--- config.mk ---
export PLATFORM = sky130hd
export DESIGN_NAME = im_line_responder
export DESIGN_NICKNAME = d
export VERILOG_FILES = /design/src/rtl/im_line_responder.sv
export SDC_FILE = /design/constraint.sdc
export NUM_CORES = 1
export LEC_CHECK = 0
export BUFFER_PORTS_ARGS = -buffer_cell sky130_fd_sc_hd__buf_2
export CORE_MARGIN = 2
export CORE_UTILIZATION = 51
export DETAILED_ROUTE_END_ITERATION = 6
export PLACE_DENSITY_LB_ADDON = 0.05
export SYNTH_ARGS = -nofsm -noshare
export SYNTH_HDL_FRONTEND = slang
export SYNTH_SLANG_ARGS = --single-unit
--- constraint.sdc ---
create_clock -name clk -period 2.56 [get_ports clk]
set_input_delay 0.64 -clock clk [delete_from_list [all_inputs] [get_ports clk]]
set_output_delay 0.64 -clock clk [all_outputs]
set_load 0.02 [all_outputs]
--- src/rtl/im_line_responder.sv ---
`default_nettype none
// ============================================================================
// Module   : im_line_responder
// Purpose  : Memory-side word responder for L1I refills over a fixed-latency
//            single-port instruction SRAM.
// Revision : 1.0 - initial release
// ============================================================================
module im_line_responder #(
    parameter int DATA_W  = 32,
    parameter int ADDR_W  = 32,
    parameter int MEM_AW  = 14,
    parameter int LATENCY = 2
) (
    input  logic              clk,
    input  logic              rst,
    input  logic              IM_enable,
    input  logic [ADDR_W-1:0] IM_address,
    output logic [DATA_W-1:0] IM_data,
    output logic              ready,
    output logic              bus_err,
    output logic              mem_CS,
    output logic              mem_OE,
    output logic [MEM_AW-1:0] mem_A,
    input  logic [DATA_W-1:0] mem_DO,
    output logic [31:0]       beat_cnt
);

    localparam logic [3:0] c_LAST_WAIT = 4'(LATENCY - 1);

    typedef enum logic [1:0] {
        S_IDLE   = 2'd0,
        S_ACCESS = 2'd1,
        S_RESP   = 2'd2
    } state_t;

    state_t            r_state;
    state_t            w_next;
    logic [ADDR_W-3:0] r_served_addr;
    logic              r_oor;
    logic [3:0]        r_wait_cnt;
    logic              w_oor;
    logic              w_match;
    logic              w_start;
    logic              w_done;
    logic              w_unused_lsb;

    // Byte-lane bits never select a different word.
    assign w_unused_lsb = ^IM_address[1:0];

    generate
        if (ADDR_W > MEM_AW + 2) begin : g_oor
            assign w_oor = |IM_address[ADDR_W-1:MEM_AW+2];
        end else begin : g_no_oor
            assign w_oor = 1'b0;
        end
    endgenerate

    assign w_match = (IM_address[ADDR_W-1:2] == r_served_addr);

    always_ff @(posedge clk or negedge rst) begin
        if (!rst) begin
            r_state <= S_IDLE;
        end else begin
            r_state <= w_next;
        end
    end

    always_comb begin
        w_next  = r_state;
        w_start = 1'b0;
        w_done  = 1'b0;
        case (r_state)
            S_IDLE: begin
                if (IM_enable) begin
                    w_next  = S_ACCESS;
                    w_start = 1'b1;
                end
            end
            S_ACCESS: begin
                // A dropped request wins over completion, so no partial beat is counted.
                if (!IM_enable) begin
                    w_next = S_IDLE;
                end else if (r_wait_cnt == c_LAST_WAIT) begin
                    w_next = S_RESP;
                    w_done = 1'b1;
                end
            end
            S_RESP: begin
                if (!IM_enable) begin
                    w_next = S_IDLE;
                end else if (!w_match) begin
                    w_next  = S_ACCESS;
                    w_start = 1'b1;
                end
            end
            default: begin
                w_next = S_IDLE;
            end
        endcase
    end

    assign ready  = (r_state == S_RESP) && IM_enable && w_match;
    assign mem_CS = (r_state == S_ACCESS) && !r_oor;
    assign mem_OE = mem_CS;
    assign mem_A  = r_served_addr[MEM_AW-1:0];

    always_ff @(posedge clk or negedge rst) begin
        if (!rst) begin
            r_served_addr <= '0;
            r_oor         <= 1'b0;
            r_wait_cnt    <= 4'd0;
            IM_data       <= '0;
            bus_err       <= 1'b0;
            beat_cnt      <= 32'd0;
        end else begin
            if (w_start) begin
                r_served_addr <= IM_address[ADDR_W-1:2];
                r_oor         <= w_oor;
                r_wait_cnt    <= 4'd0;
                bus_err       <= 1'b0;
            end else if (r_state == S_ACCESS) begin
                r_wait_cnt <= r_wait_cnt + 4'd1;
            end
            if (w_done) begin
                IM_data  <= r_oor ? '0 : mem_DO;
                bus_err  <= r_oor;
                beat_cnt <= beat_cnt + 32'd1;
            end
        end
    end

endmodule
`default_nettype wire

==> results of run 1 <==
==> layer usage <==
| layer | wire [um] | vias to the layer above | global-route usage, % |
|---|---|---|---|
| li1 | - | 1680 | - |
| met1 | 4370 | 1635 | 27.1 |
| met2 | 4660 | 89 | 30.3 |
| met3 | 466 | 10 | 4.79 |
| met4 | 130 | 0 | 6.86 |
| met5 | 0 | - | 0 |
==> cell type report <==
type,count,area share (%)
clock buffers,10,2.35
repair buffers,162,15.0
clock inverters,6,1.30
multi-input cells,287,35.2
well taps,111,2.37
flip-flops and latches,102,43.6
inverters,2,0.128
==> logic make-up after synthesis <==
logic type	share of synthesized area (%)
AND/OR/NAND/NOR	20.1
XOR/XNOR	11.7
multiplexers	9.13
flip-flops	53.1
AO/OA/AOI/OAI	0.859
buffers and inverters	4.37
adder cells (fa/ha/maj)	0.781
==> registers in the layout (all words and copies together) (netlist names) <==
signal and cells:
r_state 2, r_served_addr 30, bus_err 1, r_wait_cnt 4, beat_cnt 32, IM_data 32, r_oor 1
==> critical path, cell delays in order (launching register included) <==
cell and delay [ns]:
dfrtp_1 0.41, xnor2_1 0.17, nand4_1 0.17, nor4_4 0.34, nand2_1 0.11, nor2_1 0.10, buf_4 0.15
==> timing repair <==
item,in CTS,in global routing
setup buffers,0,5
setup endpoints to repair,1,1
gates resized for setup,1,2
pin swaps,0,13
==> metrics by stage <==
step | power, mW | TNS [ns] | std cells | worst slack [ns] | area (sq um)
6_report | 4.62 | 0 | 680 | 0.0941 | 5860
3_5_place_dp | 3.55 | 0 | 659 | 0.0541 | 5590
3_3_place_gp | 3.51 | 0 | 659 | 0.0879 | 5590
5_1_grt | 4.92 | -0.0574 | 680 | -0.0574 | 5860
4_1_cts | 4.65 | 0 | 675 | 0.0225 | 5810
2_1_floorplan | 3.24 | 0 | 423 | 0.211 | 4810
==> worst max-delay path by stage <==
stage | end | slack (ns) | cells past startpoint
5_1_grt | ready | -0.06 | 6
3_3_place_gp | ready | 0.09 | 7
4_1_cts | ready | 0.02 | 6
6_report | ready | 0.09 | 6
3_5_place_dp | ready | 0.05 | 7
2_1_floorplan | ready | 0.21 | 5
==> power groups by stage <==
| stage | logic (mW) | clock network [mW] | registers (mW) |
|---|---|---|---|
| 2_1_floorplan | 1.04 | 0 | 2.21 |
| 3_3_place_gp | 1.34 | 0 | 2.16 |
| 3_5_place_dp | 1.37 | 0 | 2.18 |
| 4_1_cts | 1.38 | 1.12 | 2.15 |
| 5_1_grt | 1.52 | 1.20 | 2.20 |
| 6_report | 1.39 | 1.08 | 2.15 |
==> cell usage in the layout (no fill, tap or decap), drive strengths merged, types with 10 or more instances in the layout <==
| cell type | n |
|---|---|
| and3 | 11 |
| nand3 | 11 |
| xnor2 | 53 |
| nand4 | 17 |
| nor2 | 11 |
| nand2 | 84 |
| clkbuf | 10 |
| xor2 | 11 |
| nand3b | 32 |
| buf | 162 |
| dfrtp | 102 |
| mux2 | 31 |
==> results.md, run 1 <==
- Netlist cell types: 32
- Fin util: between 60% and 70%
- Max Root-Sink Buffers: 2
- Area leader, netlist: dfrtp_1
- # Max-Cap Violations: 0
- Fmax achieved: 406 MHz
- Total GRT Usage: approximately a fifth
- Ys async rst share: 100%
- Worst Setup SP: r_served_addr[17]
- Outcome: finished clean
- Flop2flop setup slack: about 0.47 ns
- Vias in the first global route: ~3.2k
- Top-level I/O count: ~150
- Net Sw Frac: ~33%
- Initial Util: 52.3%
- Final Hold Violating Endpoints: 0
- CP endpoint kind: output port
- DR WL/cell: between 10 and 15 um
- FF/Latch Area: approximately 2600 sq um
- Multi-input gate area: between 2000 and 2500 sq um
- Synthesized area: between 4000 and 5000 sq um
- TritonCTS Sinks: just over 100
- Reg-to-Reg End: r_served_addr[14]
- Register clock-pin slew on the reported worst setup and hold paths: ~0.11 ns
- Synth Register Bits: between 100 and 150
- Sw power: between 1.5 and 2 mW
- Slew Viols, Final: 0
- Mapped Avg Cell Area: roughly 11 sq um
- First-pass GRT wire length: roughly 16 mm
- I/O Buffers: roughly 150
- Die W: a little over 100 um
- DR pass1 iterations: 4
- WS Path Type: flip-flop to output port
- Post-CTS Hold Buffers: 0
- Cells on worst reg2reg path: 8
- Share of cells above drive strength 1: 37.6%
- Post-Synthesis Cells: between 400 and 500
- Largest net degree at the start of global routing: about 100
- Final wirelength: 9.62 mm
- Synth area leaders: dfrtp_1, xnor2_1, mux2_4
- Final Critical Period: between 2 and 2.5 ns
- Top_reg_cell synth: dfrtp_1
- Most numerous cell in the Yosys netlist: dfrtp_1
- Die area: about 10000 sq um
- Final setup viols: 0
- Vias per cell: 5.02
- Synthesized Nets: just under 500
- Worst ir drop on vdd: approximately 430 uV
- Num rows: 35
- WP data arrival: about 1.8 ns
- Clock Skew: around 0.019 ns
- Area growth syn-to-layout: 21.8%
- Clk root buf: clkbuf_8
- Power per cell area: around 790 nW/um^2
- Grt total ovfl: 0
- Worst relative slew slack: a little under two thirds
- Hold crit path type: input pin to async pin
- Unrepaired setup endpoints after global routing: yes
- CTS tree: done
- Worst-Skew Late Latency: approximately 0.37 ns
- GP Congestion: ~0.75
- Sequential power share: between 40% and 50%
- Minimum hold slack: slightly below 0.3 ns
- Period utilisation layout: 96.3%
- Crit Reg-Reg Startpoint: r_served_addr[17]
- CP max FO: 2
- DIE HEIGHT: roughly 100 um
- CTS buffer count: 9
- Post-synth top area share: roughly 53%
- Post-DRT Antenna Nets: 0
- H-tree Lvls: 3
- Worst-Margin Slew: between 0.5 and 0.6 ns
- EDFF count, synth: 0
- Sequential area share after synthesis: a little over half
- Comb pwr share: approximately 30%
- LEAKAGE: 3.13 nW
- CP startpoint kind: flip-flop
- HPWL after DPL: approximately 6.7 mm
- Total number of vias: 3414
- Initial antenna violation count: 0
- Warnings, synthesis: 0
- Starting DRT DRC Count: approximately 110
- Synth top cells by count: dfrtp_1, nand2_1, xnor2_1
- Clk pwr share: between 20% and 30%
- Antenna cell count: 0
- Core Area: roughly 9000 sq um
- WP data required: 1.92 ns
- Nets: 634
- DRC Markers: 0
- Fill count: 777
- Pint: 3.11 mW
No activity file was read; power rests on OpenSTA's default activity.
==> run 2, diff against run 1 <==
GPL_ROUTABILITY_DRIVEN = 0   (was unset)
SETUP_SLACK_MARGIN = 0.5   (was unset)
==> results.md, run 2 (synthesis gave the netlist of run 1 again) <==
- Vias in the first global route: 3414 (+5.2%)
- Core Area: 9200 sq um (unchanged)
- Register clock-pin slew on the reported worst setup and hold paths: 0.09 ns (-0.02 ns)
- DRC Markers: 0 (unchanged)
- Hold crit path type: input pin to async pin
- Setup ws final: 0.0936 ns (-0.000550 ns)
- HPWL after DPL: 7.12 mm (+6.8%)
- Total power: 4.80 mW (+3.8%)
- Cells on worst reg2reg path: 7 (-1)
- DR pass1 iterations: 6 (+2)
- DR WL/cell: 15.0 um (+5.8%)
- Total number of vias: 3454 (+1.2%)
- Setup TNS: 0 ns (unchanged)
- Outcome: finished clean
- WP data arrival: 1.83 ns (about the same)
- Final wirelength: 10.2 mm (+5.9%)
- Antenna cell count: 0 (unchanged)
- TritonCTS Sinks: 102 (unchanged)
- Die area: 10200 sq um (unchanged)
- Post-DRT Antenna Nets: 0 (unchanged)
- Worst Setup Slack post-DPL: 0.0461 ns (-0.00794 ns)
- Largest regs: IM_data x32, beat_cnt x32, r_served_addr x30
- Final instance count without filler cells: 681 (+0.15%)
- Num rows: 35 (unchanged)
- Fmax achieved: 405 MHz (about the same)
- Fin util: 65.3% (+1.6 points)
- Unrepaired setup endpoints after global routing: yes
- Crit Reg-Reg Startpoint: r_served_addr[8]
- Grt total ovfl: 0 (unchanged)
- CP startpoint kind: flip-flop
- WS Path Type: flip-flop to output port
- Clk root buf: clkbuf_8
- Die W: 101 um (unchanged)
- Area after DPL: 5660 sq um (+1.3%)
- Minimum hold slack: 0.250 ns (-0.0402 ns)
- Vias per cell: 5.07 (+1.0%)
- Clock Skew: 0.0116 ns (-0.00709 ns)
- Top-level I/O count: 149 (unchanged)
- I/O Buffers: 146 (unchanged)
- WP data required: 1.92 ns (about the same)
- Worst-Skew Late Latency: 0.36 ns (about the same)
- First-pass GRT wire length: 16.9 mm (+7.0%)
- Max Root-Sink Buffers: 2 (unchanged)
- Commonest non-fill, non-tap cells in the layout: buf_2, dfrtp_1, nand2_1, xnor2_1, nand3b_1
- LEAKAGE: 3.19 nW (+2.1%)
- CP endpoint kind: output port
- Final Hold Violating Endpoints: 0 (unchanged)
- Share of cells above drive strength 1: 39.6% (+2.0 points)
- Final Cell Area: 6010 sq um (+2.5%)
- Final setup viols: 0 (unchanged)
- CP max FO: 3 (+1)
- H-tree Lvls: 3 (unchanged)
- Period utilisation layout: 96.3% (about the same)
- # Max-Cap Violations: 0 (unchanged)
- Worst Setup SP: r_served_addr[8]
- Total GRT Usage: 20.9% (+1.3 points)
- Post-CTS Hold Buffers: 0 (unchanged)
- Starting DRT DRC Count: 83 (-27%)
- CTS buffer count: 9 (unchanged)
- CTS tree: done
- Worst-Margin Slew: 0.548 ns (-0.00154 ns)
- Worst ir drop on vdd: 308 uV (-28%)
- DIE HEIGHT: 101 um (unchanged)
- Slew Viols, Final: 0 (unchanged)
- Initial Util: 52.3% (unchanged)
- Dpl cells: 659 (unchanged)
- Nets: 636 (+0.32%)
- Area growth syn-to-layout: 24.9%
- Largest net degree at the start of global routing: 49 (-52%)
- Initial antenna violation count: 0 (unchanged)
- Final Critical Period: 2.47 ns (+0.000550 ns)
- Power per cell area: 799 nW/um^2 (+1.2%)
- Most common cell after layout, fill and taps aside: buf_2
- Worst relative slew slack: 63.5% (+0.10 points)
## run 2: cell count changes in the layout (fill, tap and decap cells not counted), moves of 2 or more
cell and change:
xnor2_2 +5, xnor2_1 -5, buf_2 -2, inv_6 -2, buf_12 +2, clkinvlp_4 +2
## run 2: layout make-up
class | instances | area, sq um
clock buffer | 10 | 138
clock inverter | 5 | 83.8
fill | 760 | 3190
inverter | 2 | 7.51
multi-input combinational | 287 | 2140
sequential | 102 | 2550
tap | 111 | 139
timing repair buffer | 164 | 947
## run 2: worst max-delay path: stages (launching register included)
cell     delay [ns]
dfrtp_1        0.43
xnor2_2        0.19
nand4_1        0.16
nor4_4         0.35
nand2_2        0.12
nor2_4         0.10
buf_6          0.12
## run 2: final timing paths
| path | slack [ns] | to |
|---|---|---|
| setup / recovery | 0.09 | ready |
| hold / removal | 0.25 | r_served_addr[8] |
| setup reg to reg | 0.59 | r_served_addr[10] |
| hold reg to reg | 0.47 | IM_data[18] |
| max in group asynchronous | 1.66 | IM_data[0] |
| min in group clk | 0.47 | IM_data[18] |
## run 2: per-layer routing
layer  routed length (um)  up-vias  part of all wire (%)  global-route usage (%)
li1                     -     1690                     -                       -
met1                 4690     1659                    46                    28.9
met2                 4800       92                    47                    32.8
met3                  528       13                   5.2                    4.23
met4                  173        0                   1.7                    7.69
met5                    0        -                     0                       0
## run 2: timing repair
action / CTS / global route
gates cloned: 0 / 1
gates resized for setup: 7 / 12
setup buffers: 4 / 2
endpoints found under the setup margin: 12 / 39
pin swaps: 5 / 5
## run 2: where the power goes
part	internal (mW)	switching, mW
clock network	0.574	0.554
logic	0.796	0.706
registers	1.90	0.269
==> run 3, diff against run 2 <==
ABC_AREA = 1   (was unset)
CORE_MARGIN = unset   (was 2)
CORE_UTILIZATION = 53   (was 51)
==> results.md, run 3 <==
- Ys async rst share: 100% (unchanged)
- Warnings, synthesis: 0 (unchanged)
- Fin util: 66.9% (+1.6 points)
- Vias per cell: 4.85 (-4.3%)
- Sequential area share after synthesis: 47.3% (-5.8 points)
- First-pass GRT wire length: 20.7 mm (+22%)
- Worst-Skew Late Latency: 0.38 ns (+0.02 ns)
- WP data required: 1.92 ns (about the same)
- Worst-Margin Slew: 0.651 ns (+0.104 ns)
- Initial Util: 55.0% (+2.7 points)
- Synthesized Nets: 770 (+56%)
- Die W: 103 um (+1.8%)
- CTS buffer count: 9 (unchanged)
- CP endpoint kind: output port
- Post-Synthesis Cells: 700 (+65%)
- Register clock-pin slew on the reported worst setup and hold paths: 0.10 ns (about the same)
- Period utilisation layout: 90.7% (-5.7 points)
- # Max-Cap Violations: 0 (unchanged)
- Initial antenna violation count: 0 (unchanged)
- Final Hold Violating Endpoints: 0 (unchanged)
- Mapped Avg Cell Area: 7.71 sq um (-32%)
- Share of cells above drive strength 1: 24.0% (-16 points)
- Top_reg_cell synth: dfrtp_1
- Crit Reg-Reg Startpoint: r_served_addr[4]
- Unrepaired setup endpoints after global routing: yes
- CTS tree: done
- Critical Path Max Stage Delay: 0.41 ns (-0.02 ns)
- Die area: 10600 sq um (+3.6%)
- Post-synth top area share: 47.3% (-5.8 points)
- Fmax achieved: 431 MHz (+6.3%)
- Post-DRT Antenna Nets: 0 (unchanged)
- Final setup viols: 0 (unchanged)
- Area after DPL: 6170 sq um (+9.1%)
- EDFF count, synth: 0 (unchanged)
- Clock Skew: 0.00418 ns (-0.00738 ns)
- Final wirelength: 12.8 mm (+25%)
- Total number of vias: 4750 (+38%)
- Fill count: 925 (+22%)
- Core Area: 9820 sq um (+6.8%)
- Flop2flop setup slack: 0.60 ns (about the same)
- I/O Buffers: 146 (unchanged)
- Antenna cell count: 0 (unchanged)
- DIE HEIGHT: 103 um (+1.8%)
- CP max FO: 2 (-1)
- WP depth: 8 (+2)
- HPWL after DPL: 9.22 mm (+30%)
- Setup TNS: 0 ns (unchanged)
- Netlist cell types: 26 (-19%)
- Hold crit path type: input pin to async pin
- Nets: 911 (+43%)
- CP delay by family, top: simple AND/OR/NAND/NOR gates
- Most numerous cell in the Yosys netlist: nand2_1
- Worst ir drop on vdd: 529 uV (+72%)
- Crit-path cells: xnor2_1, nand2_1, nor2_2, nand2_1, nor2_1, nand2_2, nor2_4, buf_6
- Outcome: finished clean
- CP startpoint kind: flip-flop
- Synth top cells by count: nand2_1, dfrtp_1, inv_1
- Vias in the first global route: 4474 (+31%)
- Final Critical Period: 2.32 ns (-0.145 ns)
- Synthesized area: 5400 sq um (+12%)
- Final Cell Area: 6570 sq um (+9.5%)
- Most common cell after layout, fill and taps aside: nand2_1
- Commonest non-fill, non-tap cells in the layout: nand2_1, buf_2, dfrtp_1, inv_1, nor2_1
- Cells on worst reg2reg path: 11 (+4)
- Worst relative slew slack: 56.6% (-6.9 points)
- Total GRT Usage: 25.3% (+4.4 points)
- Grt total ovfl: 0 (unchanged)
- Area leader, netlist: dfrtp_1
- Top-level I/O count: 149 (unchanged)
- LEAKAGE: 3.68 nW (+15%)
- Slew Viols, Final: 0 (unchanged)
- Post-CTS Hold Buffers: 0 (unchanged)
- WS Path Type: flip-flop to output port
- Power per cell area: 928 nW/um^2 (+16%)
- Largest regs: IM_data x32, beat_cnt x32, r_served_addr x30
- Minimum hold slack: 0.194 ns (-0.0558 ns)
- DR WL/cell: 13.0 um (-13%)
- Slowest CP cell: dfrtp_1
- WP data arrival: 1.68 ns (-0.15 ns)
- TritonCTS Sinks: 102 (unchanged)
- Num rows: 36 (+2.9%)
- Most frequent CP cell: nand2_1
- DR pass1 iterations: 4 (-2)
- Reg-to-Reg End: r_wait_cnt[0]
- Synth area leaders: dfrtp_1, nand2_1, inv_1
- Area growth syn-to-layout: 21.8%
- Max Root-Sink Buffers: 2 (unchanged)
- Synth Register Bits: 102 (unchanged)
- DRC Markers: 0 (unchanged)
- Worst Path Buf+Inv: 1 (unchanged)
- Starting DRT DRC Count: 251 (+200%)
- Clk root buf: clkbuf_8
- H-tree Lvls: 3 (unchanged)
- Largest net degree at the start of global routing: 49 (unchanged)
[run 3: changes by cell type after synthesis, moves of 13 or more]
cell      change
mux2_4       -24
nor3_1       +13
nand2_1     +164
inv_1        +94
nand3_1      +26
nand3b_1     -29
nor2_1       +40
o21ai_1      +32
xnor2_1      -30
[run 3: layout make-up]
cell class / count / area (sq um) / area share (%)
Clock buffer: 9 / 124 / 1.88
Multi-Input combinational cell: 467 / 2300 / 35.0
Sequential cell: 102 / 2550 / 38.8
Timing Repair Buffer: 163 / 900 / 13.7
Clock inverter: 7 / 160 / 2.44
Tap cell: 133 / 166 / 2.53
Inverter: 98 / 368 / 5.60
[run 3: through the flow]
step	cells	power [mW]	setup slack, ns
floorplan	700	3.99	0.421
global placement	953	4.52	0.176
detailed placement	953	4.61	0.122
CTS	974	6.08	0.238
global route	979	6.51	0.151
finish	979	6.10	0.239
[run 3: worst max-delay path by stage]
stage                                start             to
final                     r_served_addr[4]          ready
after global routing      r_served_addr[6]          ready
after CTS                 r_served_addr[4]          ready
after detailed placement     IM_address[4]  r_wait_cnt[0]
after global placement       IM_address[4]          ready
after floorplan             IM_address[24]          ready
[run 3: cells by family (layout without fill, tap and decap cells)]
logic type                 Yosys count  count (layout)  share of synthesized area, %
xor gates and xnor gates            45              45                          7.30
buffers and inverters              131             277                          10.8
adders and majority gates            3               3                         0.696
AOI/OAI and AO/OA                   38              38                          3.52
and+or+nand+nor                    381             381                          30.4
DFF                                102             102                          47.3
[run 3: repair_timing]
item | CTS | global route
buffers inserted | 5 | 5
gates resized for setup | 7 | 4
endpoints found under the hold margin | 0 | 0
pin swaps | 10 | 1
endpoints found under the setup margin | 8 | 29
[run 3: power breakdown]
part	internal [mW]	switching (mW)
Combinational	0.844	1.37
Clock	0.843	0.573
Sequential	2.10	0.370
[run 3: metal layers]
layer / vias up / share of wire [%] / wire (um) / global-route usage [%]
li1: 2412 / - / - / -
met1: 2195 / 43 / 5490 / 32.5
met2: 131 / 48 / 6190 / 41.4
met3: 12 / 7.2 / 921 / 6.24
met4: 0 / 1.3 / 170 / 9.75
met5: - / 0 / 0 / 0
